===== config.mk =====
export PLATFORM = sky130hd
export DESIGN_NAME = data_cache
export DESIGN_NICKNAME = d
export VERILOG_FILES = /design/src/rtl/cache_pkg.sv /design/src/rtl/cache_fsm.sv /design/src/rtl/data_cache.sv
export SDC_FILE = /design/constraint.sdc
export NUM_CORES = 1
export LEC_CHECK = 0
export ABC_CLOCK_PERIOD_IN_PS = 4200
export CAP_MARGIN = 25
export CORE_AREA = 2 2 267 203
export DETAILED_ROUTE_END_ITERATION = 7
export DIE_AREA = 0 0 269 205
export RECOVER_POWER = 25
export SYNTH_ARGS = -nofsm -noshare
export SYNTH_HDL_FRONTEND = slang
export SYNTH_HIERARCHICAL = 1
export SYNTH_SLANG_ARGS = --single-unit

===== constraint.sdc =====
create_clock -name CLK -period 4.2 [get_ports CLK]
set_clock_uncertainty 0.05 [all_clocks]
set_input_delay 0.84 -clock CLK [delete_from_list [all_inputs] [get_ports CLK]]
set_output_delay 0.84 -clock CLK [all_outputs]
set_load 0.005 [all_outputs]

===== src/rtl/cache_pkg.sv =====
// cache_pkg: shared widths and FSM encoding for the direct-mapped data cache
package cache_pkg;
  localparam int TAG_W = 3;
  localparam int INDEX_W = 3;
  localparam int OFFSET_W = 2;
  localparam int BLOCK_W = 32;
  typedef enum logic [1:0] {IDLE, WRITEBACK, FETCH, UPDATE} state_t;
endpackage


===== src/rtl/cache_fsm.sv =====
// cache_fsm: miss-handling state machine and memory-side outputs
module cache_fsm
  import cache_pkg::*;
(
  input  logic                       CLK,
  input  logic                       RESET,
  input  logic                       miss,
  input  logic                       victim_dirty,
  input  logic                       MEM_BUSYWAIT,
  input  logic [TAG_W+INDEX_W-1:0]   blk_addr,
  input  logic [TAG_W-1:0]           victim_tag,
  input  logic [BLOCK_W-1:0]         victim_data,
  output state_t                     state,
  output logic                       MEM_READ,
  output logic                       MEM_WRITE,
  output logic [TAG_W+INDEX_W-1:0]   MEM_ADDRESS,
  output logic [BLOCK_W-1:0]         MEM_WRITEDATA
);
  state_t state_n;
  always_comb begin
    state_n = state == IDLE      ? (miss ? (victim_dirty ? WRITEBACK : FETCH) : IDLE)
            : state == WRITEBACK ? (MEM_BUSYWAIT ? WRITEBACK : FETCH)
            : state == FETCH     ? (MEM_BUSYWAIT ? FETCH : UPDATE)
            : IDLE;
    MEM_READ = state == FETCH;
    MEM_WRITE = state == WRITEBACK;
    MEM_ADDRESS = state == WRITEBACK ? {victim_tag, blk_addr[INDEX_W-1:0]} : blk_addr;
    MEM_WRITEDATA = victim_data;
  end
  always_ff @(posedge CLK)
    state <= RESET ? IDLE : state_n;
endmodule


===== src/rtl/data_cache.sv =====
// data_cache: direct-mapped write-back byte cache between CPU and block memory
module data_cache
  import cache_pkg::*;
#(
  parameter int NUM_BLOCKS = 8,
  parameter int BLOCK_BYTES = 4
) (
  input  logic                       CLK,
  input  logic                       RESET,
  input  logic                       READ,
  input  logic                       WRITE,
  input  logic [7:0]                 ADDRESS,
  input  logic [7:0]                 WRITEDATA,
  output logic [7:0]                 READDATA,
  output logic                       BUSYWAIT,
  output logic                       MEM_READ,
  output logic                       MEM_WRITE,
  output logic [TAG_W+INDEX_W-1:0]   MEM_ADDRESS,
  output logic [BLOCK_W-1:0]         MEM_WRITEDATA,
  input  logic [BLOCK_W-1:0]         MEM_READDATA,
  input  logic                       MEM_BUSYWAIT
);
  logic [BLOCK_BYTES*8-1:0] lines [NUM_BLOCKS];
  logic [TAG_W-1:0] tags [NUM_BLOCKS];
  logic [NUM_BLOCKS-1:0] valid, dirty;
  logic [BLOCK_W-1:0] fill;
  logic [TAG_W-1:0] tag;
  logic [INDEX_W-1:0] idx;
  logic [OFFSET_W-1:0] off;
  logic hit, idle;
  state_t state;
  always_comb begin
    tag = ADDRESS[7:5];
    idx = ADDRESS[4:2];
    off = ADDRESS[1:0];
    hit = valid[idx] && tags[idx] == tag;
    idle = state == IDLE;
    BUSYWAIT = (READ || WRITE) && !(idle && hit);
    READDATA = (READ && !WRITE && idle && hit) ? lines[idx][{off, 3'b000} +: 8] : 8'h00;
  end
  cache_fsm u_fsm (
    .CLK(CLK), .RESET(RESET),
    .miss((READ || WRITE) && !hit),
    .victim_dirty(valid[idx] && dirty[idx]),
    .MEM_BUSYWAIT(MEM_BUSYWAIT),
    .blk_addr(ADDRESS[7:2]),
    .victim_tag(tags[idx]),
    .victim_data(lines[idx]),
    .state(state),
    .MEM_READ(MEM_READ), .MEM_WRITE(MEM_WRITE),
    .MEM_ADDRESS(MEM_ADDRESS), .MEM_WRITEDATA(MEM_WRITEDATA)
  );
  always_ff @(posedge CLK)
    if (state == FETCH && !MEM_BUSYWAIT) fill <= MEM_READDATA;
  // line data and tags survive reset; only valid/dirty are cleared
  always_ff @(posedge CLK)
    if (RESET) begin
      valid <= '0;
      dirty <= '0;
    end else if (state == UPDATE) begin
      lines[idx] <= fill;
      tags[idx] <= tag;
      valid[idx] <= 1'b1;
      dirty[idx] <= 1'b0;
    end else if (idle && hit && WRITE) begin
      lines[idx][{off, 3'b000} +: 8] <= WRITEDATA;
      dirty[idx] <= 1'b1;
    end
endmodule

* Word level (Yosys, flattened, before mapping)
Memory sizes are Yosys's and may differ from the RTL's. Index checks and enable logic that the tools add are counted.
Operators by class: mux-type cells 56, $lt $le $gt $ge 2, $add $sub $neg 1, reductions and logical operators 18, eq/ne operators 4, shifts and indexed selects 3, bitwise operators 36
Operator list (count):
- 1-bit two-way mux | 42
- 32-bit two-way mux | 1
- 1-bit bitwise OR | 32
- 8-bit by 7-bit variable shift with 32-bit output, first input constant | 1
- 32-bit by 6-bit variable part select with 8-bit output | 1
- 8-bit by 7-bit variable part select with 32-bit output | 1
- 8-bit two-way mux | 3
- 8-bit bitwise OR | 2
- 2-bit two-way mux | 6
- 1-bit logical AND | 11
- 8-bit AND | 1
- 8-bit inverter | 1
- 5-bit negator with 7-bit output | 1
- 1-bit binary-select mux with 3-bit select | 2
- 6-bit two-way mux | 1
- 2-bit == test, second input constant | 2
- 1-bit zero test | 4
- 3-bit by 4-bit < comparator with 1-bit output, second input constant | 1
- 1-bit demux with 3-bit select | 1
- 3-bit == test | 1
- 3-bit by 1-bit greater-or-equal comparator with 1-bit output, second input constant | 1
- 2-bit by 1-bit == test with 1-bit output, second input constant | 1
- 2-bit zero test | 1
- 2-bit nonzero test | 1
- 1-bit logical OR | 1
Storage, ports and cells: memories kept 2, memory bits (writable) 280, flip-flop bits (word level) 50, word-level logic and storage cells 126, input port bits 53
Memories:
- lines | depth 8, width 32, read ports 1, clocked after Yosys merged registers in 0, wr ports 1, RTL line data_cache.sv:23 | logic [BLOCK_BYTES*8-1:0] lines [NUM_BLOCKS];
- tags | depth 8, width 3, read ports 1, clocked after Yosys merged registers in 0, wr ports 1, RTL line data_cache.sv:24 | logic [TAG_W-1:0] tags [NUM_BLOCKS];

* Logic depth before layout (Yosys ltp)
Gate-level depths: netlist of run 1.
depth in word-level cells 10, mapped depth 13

* Hierarchy
Netlist of run 1, hierarchy kept.
Modules (own cells, without submodules):
- data_cache | instances 1, cells an instance 886, seq. area each 9689.3 um^2, area each 13644.3 um^2
- cache_fsm | instances 1, cells an instance 52, seq. area each 40.0 um^2, area each 426.7 um^2

* Worst setup path after synthesis of run 1
Ideal clock, no wire load.
path kind input port to flip-flop, from in MEM_BUSYWAIT, to reg fill[0], enable pin, setup slack 0.465 ns, cell stages on the path 1, arrival time 3.217 ns, data required time 3.682 ns, buffers on the path 0, path through nor3b_1
Between the ends: word-level cells in the longest chain between the ends 2
RTL lines:
- start: declaration | RTL line data_cache.sv:21 | input logic MEM_BUSYWAIT
- 1-bit zero test | RTL line data_cache.sv:54 | if (state == FETCH && !MEM_BUSYWAIT) fill <= MEM_READDATA;
- 1-bit logical AND | RTL line data_cache.sv:54
- end signal: assignment | RTL line data_cache.sv:54
- end: declaration | RTL line data_cache.sv:26 | logic [BLOCK_W-1:0] fill;
No other way between the ends. A chain may end at the register's enable or synchronous reset.

* Final worst setup path of run 1
from in ADDRESS[3], to out READDATA[6]
Between the ends: word-level cells in the longest chain between the ends 5
RTL lines:
- start: declaration | RTL line data_cache.sv:12 | input logic [7:0] ADDRESS,
- branches (longest 4 deep; another with memory 8 x 32 bit)
- 8-bit two-way mux (*) | RTL line data_cache.sv:39 | READDATA = (READ && !WRITE && idle && hit) ? lines[idx][{off, 3'b000} +: 8] : 8'h00;
- end: declaration | RTL line data_cache.sv:14 | output logic [7:0] READDATA,
Mark *: on every way between the ends. The select of a mux whose other input is x is not followed.

==> flow_summary.yaml, run 1 <==
status:
  outcome: "complete, but fails checks"
  violations: "capacitance limit, slew limit"
sta:
  drv_slew: 82
  fmax_ghz: 0.242
  timing.final.crit_period_ns: 4.14
  tightest_slew_ns: 2.47
  fin_ws_ns: 0.0609
  holdWs_ns: 0.420
  relSlewSlack_pct: -64.5
  finalHoldViolations: 0
  fin_crit_sh_pct: 98.6
  finalSetupViolCount: 0
die:
  io_pins: 102
  die_width_um: 269
  die_h_um: 205
  core_mm2: 0.0525
  start_util_pct: 26.8
  dieArea_mm2: 0.0551
  rows: 73
worst_setup_path:
  cp-start-kind: "input port"
  setup.worst_path.end_class: "output port"
  path_max_fanout: 10
  critPathRequiredTime_ns: 3.31
  setup.worst_path.class: "in -> out"
  worstPathArrival_ns: 3.25
placed_design:
  pre_cts_slack_ns: -0.409
  port_buffers: 101
  place.gp.congestion: 0.929
  place_hpwl_um: 32300
power:
  ir_drop_mv: 0.301
  power.density_mw_per_mm2: 389
  p_clk_share_pct: 38.1
  intPower_mw: 5.44
  p_sw_share_pct: 23.3
  power.leakage_nw: 6.56
  combinationalPowerShare_pct: 10.6
  p_switching_mw: 1.65
  seqPwrFrac_pct: 51.3
logic_synthesis:
  yosys_most_used_dff: "edfxtp_1"
  async_flop_share_pct: 0
  syn_nets: 996
  synthTopCellsByArea: "edfxtp_1 (67%), mux2i_1 (4.3%), mux4_2 (3.0%), dfxtp_1 (2.6%), a221oi_1 (2.6%)"
  synth_seq_cells: 330
  synth_edf_count: 312
  yosysTopAreaCell: "edfxtp_1"
  netlist_instances: 938
  synth_top_cell_area_share_pct: 66.6
  yosys.cell_types.count: 58
  yosysWarnings: 6
  postSynthAreaPerCell_um2: 15.0
  netlist_area_mm2: 0.0141
  ys_seq_area_share_pct: 69.1
job:
  cap_violations: 2
drt:
  drt_iter0_markers: 971
  ant_nets: 0
  wl_per_cell_um: 23.4
  vias: 9504
  drt_wl_total_um: 44800
  firstDrtPassIters: 7
  via_per_inst: 4.97
  drc_errors: 0
cts:
  clock-sinks: 330
  clockBufferDepth: 3
  worstSkewPairLatency_ns: 0.60
  postCtsHoldBufs: 0
  root_buffer: "clkbuf_16"
  clk_pin_slew_ns: 0.06
  tritoncts: "done"
  cts_buffers: 31
  htree_levels: 1
grt:
  grt_start_max_net_pins: 49
  grt_pass1_vias: 9280
  grt.overflow.total: 0
  grt_pass1_wl_um: 63600
  grt_use_total_pct: 16.1
  antenna_found_initial: 0
finish:
  antennaDiodeCount: 0
  drive_above_1_share_pct: 28.5
  areaGrowthSynthToFinish_pct: 29.7
  nFillCells: 5030
  finish.net_count: 1240
min_path:
  min_path_type: "reg -> reg"
==> layout make-up <==
type | instances | area [um2] | area share [%]
clock inverters | 14 | 131 | 0.720
well taps | 712 | 891 | 4.88
multi-input cells | 466 | 3830 | 21.0
flip-flops and latches | 330 | 9730 | 53.3
repair buffers | 304 | 2680 | 14.7
inverters | 49 | 188 | 1.03
clock buffers | 39 | 806 | 4.42
==> power groups by stage <==
stage / Sequential (mW) / Clock, mW / Combinational [mW]
after floorplan: 3.71 / 0 / 0.328
after CTS: 3.64 / 2.74 / 0.740
after global placement: 3.71 / 0 / 0.702
after detailed placement: 3.71 / 0 / 0.708
final: 3.64 / 2.70 / 0.755
after global routing: 3.64 / 2.87 / 0.797
==> what timing repair did <==
action,in CTS,in global routing
endpoints found under the hold margin,0,0
pin swaps,3,5
setup buffers,2,2
gates resized for setup,37,33
setup endpoints to repair,8,7
cloned,2,1
==> metal layers <==
layer  GRT usage [%]  wire [um]
met1            23.4      19800
met2            23.3      19100
met3            5.45       5120
met4            2.62        702
met5               0          0
==> critical path, stage by stage <==
cell	delay (ns)
buf_16	0.14
buf_12	0.15
buf_4	0.17
mux4_2	0.50
nand2_1	0.08
nand2_1	0.15
o211ai_1	0.46
o21a_1	0.22
nor2_2	0.07
clkdlybuf4s50_1	0.45
==> cell usage after synthesis, types with 7 or more instances <==
library cell	count
o22ai_1	23
mux4_2	19
clkbuf_1	25
inv_1	48
nand2_1	65
mux2_2	31
a221oi_1	41
o21ai_0	11
dfxtp_1	18
nor3_1	8
buf_1	8
a22oi_1	20
a41oi_1	7
edfxtp_1	312
mux2i_1	61
a21oi_1	45
buf_4	38
buf_2	20
nor2_1	34
nor2b_1	9
==> final timing paths <==
| path | startpoint | end | slack (ns) | cells past startpoint |
|---|---|---|---|---|
| max | ADDRESS[3] | READDATA[6] | 0.06 | 10 |
| min | valid[7] | valid[7] | 0.42 | 2 |
| max reg2reg | u_fsm/state[0] | lines[7][0] | 0.78 | 5 |
| min reg2reg | valid[7] | valid[7] | 0.42 | 2 |
==> cells in the final DEF (no fill, tap or decap), types with 5 or more instances in the layout <==
cell type          n
buf_4            186
a22o_1             6
nor3b_1            5
clkbuf_1          12
edfxtp_1         312
clkdlybuf4s50_1   58
mux2_2            30
clkinv_2           5
nor2_1            31
nor2b_1            5
nor3_1             6
buf_6              5
inv_1             47
a21oi_1           45
o22ai_1           20
a221oi_2          10
clkinv_1           6
dfxtp_1           18
dlygate4sd3_1     37
mux4_2            19
o21ai_0            6
a22oi_1           19
ha_1               5
clkbuf_16         32
a211oi_1           6
a41oi_1            7
mux2i_1           60
a221oi_1          31
o21ai_1            6
nand2_1           65
==> kinds of logic (layout without fill, tap and decap cells) <==
logic type,after synthesis,in the layout,share of synthesized area [%]
AO/OA/AOI/OAI,192,192,9.71
multiplexers,114,114,10.2
buffers and inverters,142,406,5.09
adder cells (fa/ha/maj),5,5,0.445
flip-flops,330,330,69.1
AND/OR/NAND/NOR,155,155,5.43
==> per-stage QoR <==
step | total power [mW] | cell area [um2] | setup TNS, ns | util [%] | cells
6_report | 7.10 | 18200 | 0 | 34.7 | 1914
5_1_grt | 7.31 | 18200 | -0.00417 | 34.7 | 1914
4_1_cts | 7.12 | 18100 | 0 | 34.5 | 1911
2_1_floorplan | 4.03 | 14100 | 0 | - | 938
3_3_place_gp | 4.41 | 16900 | -2.15 | 32.3 | 1854
3_5_place_dp | 4.42 | 16900 | -2.17 | 32.3 | 1854
==> registers in the layout, summed over array words and instances, names as in the netlist, named ones only <==
register     cells
lines          256
fill            32
valid            8
u_fsm/state      2
tags            24
(Power assumes the default switching activity.)
==> inputs of run 2 (changes only) <==
--- a/config.mk
+++ b/config.mk
@@ -8,6 +8,7 @@
 export ABC_CLOCK_PERIOD_IN_PS = 4200
 export CAP_MARGIN = 25
 export CORE_AREA = 2 2 267 203
+export CTS_BUF_LIST = sky130_fd_sc_hd__clkbuf_4
 export DETAILED_ROUTE_END_ITERATION = 7
 export DIE_AREA = 0 0 269 205
 export RECOVER_POWER = 25
==> run 2 against run 1 <==
Effect of this change: the flow finishes with violations (capacitance limit, slew limit, setup timing); via count is 3.2% higher; worst setup slack lost 0.072 ns; non-clock buffer count stayed put; sequential power hardly changed; cell count is 4.6% higher; core utilization is 0.28 points higher; worst hold slack improved by 0.00076 ns; combinational power increased by 0.7%; critical path type unchanged; largest power group unchanged; highest routed layer unchanged.
==> flow_summary.yaml, run 2 (synthesis gave the netlist of run 1 again) <==
status:
  outcome: "complete, but fails checks"
  violations: "capacitance limit, slew limit, setup timing"
finish:
  layout.cells.non_filler: 2002
  finish.net_count: 1291
  drive_above_1_share_pct: 33.4
  seqCellArea_mm2: 0.00973
  largest_reg_flops: 256
  final_util_pct: 35.0
  top_register: "lines"
  mostFrequentLayoutCells: "edfxtp_1 (312), buf_4 (189), clkbuf_4 (114)"
  multi_input_area_mm2: 0.00383
  top_regs: "lines (256), fill (32), tags (24)"
  nFillCells: 5076
  final_common_cell: "edfxtp_1"
  areaGrowthSynthToFinish_pct: 30.7
drt:
  via_per_inst: 4.90
  drt_wl_total_um: 45300
  drt_iter0_markers: 1013
  ant_nets: 0
  vias: 9807
  wl_per_cell_um: 22.6
  drc_errors: 0
  firstDrtPassIters: 5
cts:
  cts_buffers: 82
  postCtsHoldBufs: 0
  tritoncts: "done"
  root_buffer: "clkbuf_4"
  clockBufferDepth: 3
  clk_pin_slew_ns: 0.06
  htree_levels: 3
  worstSkewPairLatency_ns: 0.81
  clock-sinks: 330
grt:
  met1_usage_pct: 23.2
  grt_start_max_net_pins: 49
  grt_pass1_wl_um: 64200
  grt_pass1_vias: 9733
  grt_use_total_pct: 16.3
  gr-usage-met3_pct: 6.32
  met2_usage_pct: 23.3
  grt_busiest_layer: "met2"
  antenna_found_initial: 1
  grt.overflow.total: 0
sta:
  fmax_ghz: 0.237
  relSlewSlack_pct: -65.2
  tightest_slew_ns: 2.48
  setup-tns-final_ns: -0.0115
  drv_slew: 82
  timing.final.crit_period_ns: 4.21
  finalHoldViolations: 0
  holdWs_ns: 0.420
  finalSetupViolCount: 1
  fin_ws_ns: -0.0115
  fin_crit_sh_pct: 100
  rsz0062_at_grt: "yes"
placed_design:
  place_hpwl_um: 32300
  port_buffers: 101
  placed_cells: 1854
  place.gp.congestion: 0.929
min_path:
  min_path_type: "reg -> reg"
  min-delay-start: "valid[2]"
  hold_depth: 2
worst_setup_path:
  setup.worst_path.end_class: "output port"
  path_max_fanout: 17
  critPathLaunch: "ADDRESS[2]"
  reg2reg_from: "u_fsm/state[0]"
  worstPathArrival_ns: 3.32
  critPathRequiredTime_ns: 3.31
  cp-start-kind: "input port"
  setup.worst_path.class: "in -> out"
  ff2ff_path_depth: 5
die:
  core_mm2: 0.0525
  start_util_pct: 26.8
  die_width_um: 269
  rows: 73
  dieArea_mm2: 0.0551
  io_pins: 102
  die_h_um: 205
power:
  power.density_mw_per_mm2: 392
  power.leakage_nw: 6.76
  power_mw: 7.21
  ir_drop_mv: 0.163
job:
  cap_violations: 2
-- run 2: cell count changes in the layout (fill, tap and decap cells not counted), sizes merged --
cell,change
clkbuf,+73
clkinv,+9
buf,+3
bufinv,+2
diode,+2
clkdlybuf4s50,-1
dlygate4sd3,-1
dlymetal6s2s,+1
-- run 2: through the flow --
step,cell area [um2],setup WS (ns)
after floorplan,14100,0.465
after global placement,16900,-0.407
after detailed placement,16900,-0.409
after CTS,18200,0.00389
after global routing,18400,-0.0538
final,18400,-0.0115
-- run 2: layout make-up --
class	count	share of cell area, %
Clock buffer	114	4.65
Antenna cell	2	0.0272
Tap cell	712	4.84
Sequential cell	330	52.9
Clock inverter	25	1.15
Inverter	49	1.02
Multi-Input combinational cell	466	20.8
Timing Repair Buffer	304	14.6
-- run 2: per-layer routing --
metal	part of all wire (%)	wire length, um
met2	43	19500
met3	12	5290
met1	44	19900
met4	1.4	648
met5	0	0
-- run 2: worst paths after layout --
| check | to | slack (ns) |
|---|---|---|
| worst max-delay path | READDATA[1] | -0.01 |
| worst min-delay path | valid[2] | 0.42 |
| worst max register to register | lines[0][17] | 0.74 |
| worst min register to register | valid[2] | 0.42 |
-- run 2: what timing repair did --
action	in CTS	in global routing
setup endpoints to repair	8	7
setup buffers	3	2
gates resized for setup	35	37
pin swaps	6	2
gates cloned	2	1
-- run 2: worst max-delay path: stages --
cell	delay [ns]
buf_8	0.18
clkinvlp_4	0.22
nor2_2	0.21
buf_4	0.20
a221oi_1	0.10
o22ai_1	0.28
buf_4	0.19
o21ai_0	0.09
a31oi_2	0.32
buf_4	0.16
clkdlybuf4s50_1	0.49
-- run 2: where the power goes --
part / leakage (nW) / total (mW) / internal (mW) / switching, mW
sequential: 2.96 / 3.64 / 3.63 / 0.00943
clock: 0.625 / 2.81 / 1.50 / 1.31
combinational: 3.17 / 0.760 / 0.343 / 0.416
total: 6.76 / 7.21 / 5.47 / 1.74
==> inputs of run 3 (changes only) <==
--- a/config.mk
+++ b/config.mk
@@ -9,6 +9,7 @@
 export CAP_MARGIN = 25
 export CORE_AREA = 2 2 267 203
 export CTS_BUF_LIST = sky130_fd_sc_hd__clkbuf_4
+export CTS_CLUSTER_DIAMETER = 150
 export DETAILED_ROUTE_END_ITERATION = 7
 export DIE_AREA = 0 0 269 205
 export RECOVER_POWER = 25
==> results of run 3 <==
No change in the layout: final DEF, timing and power equal those of run 2.
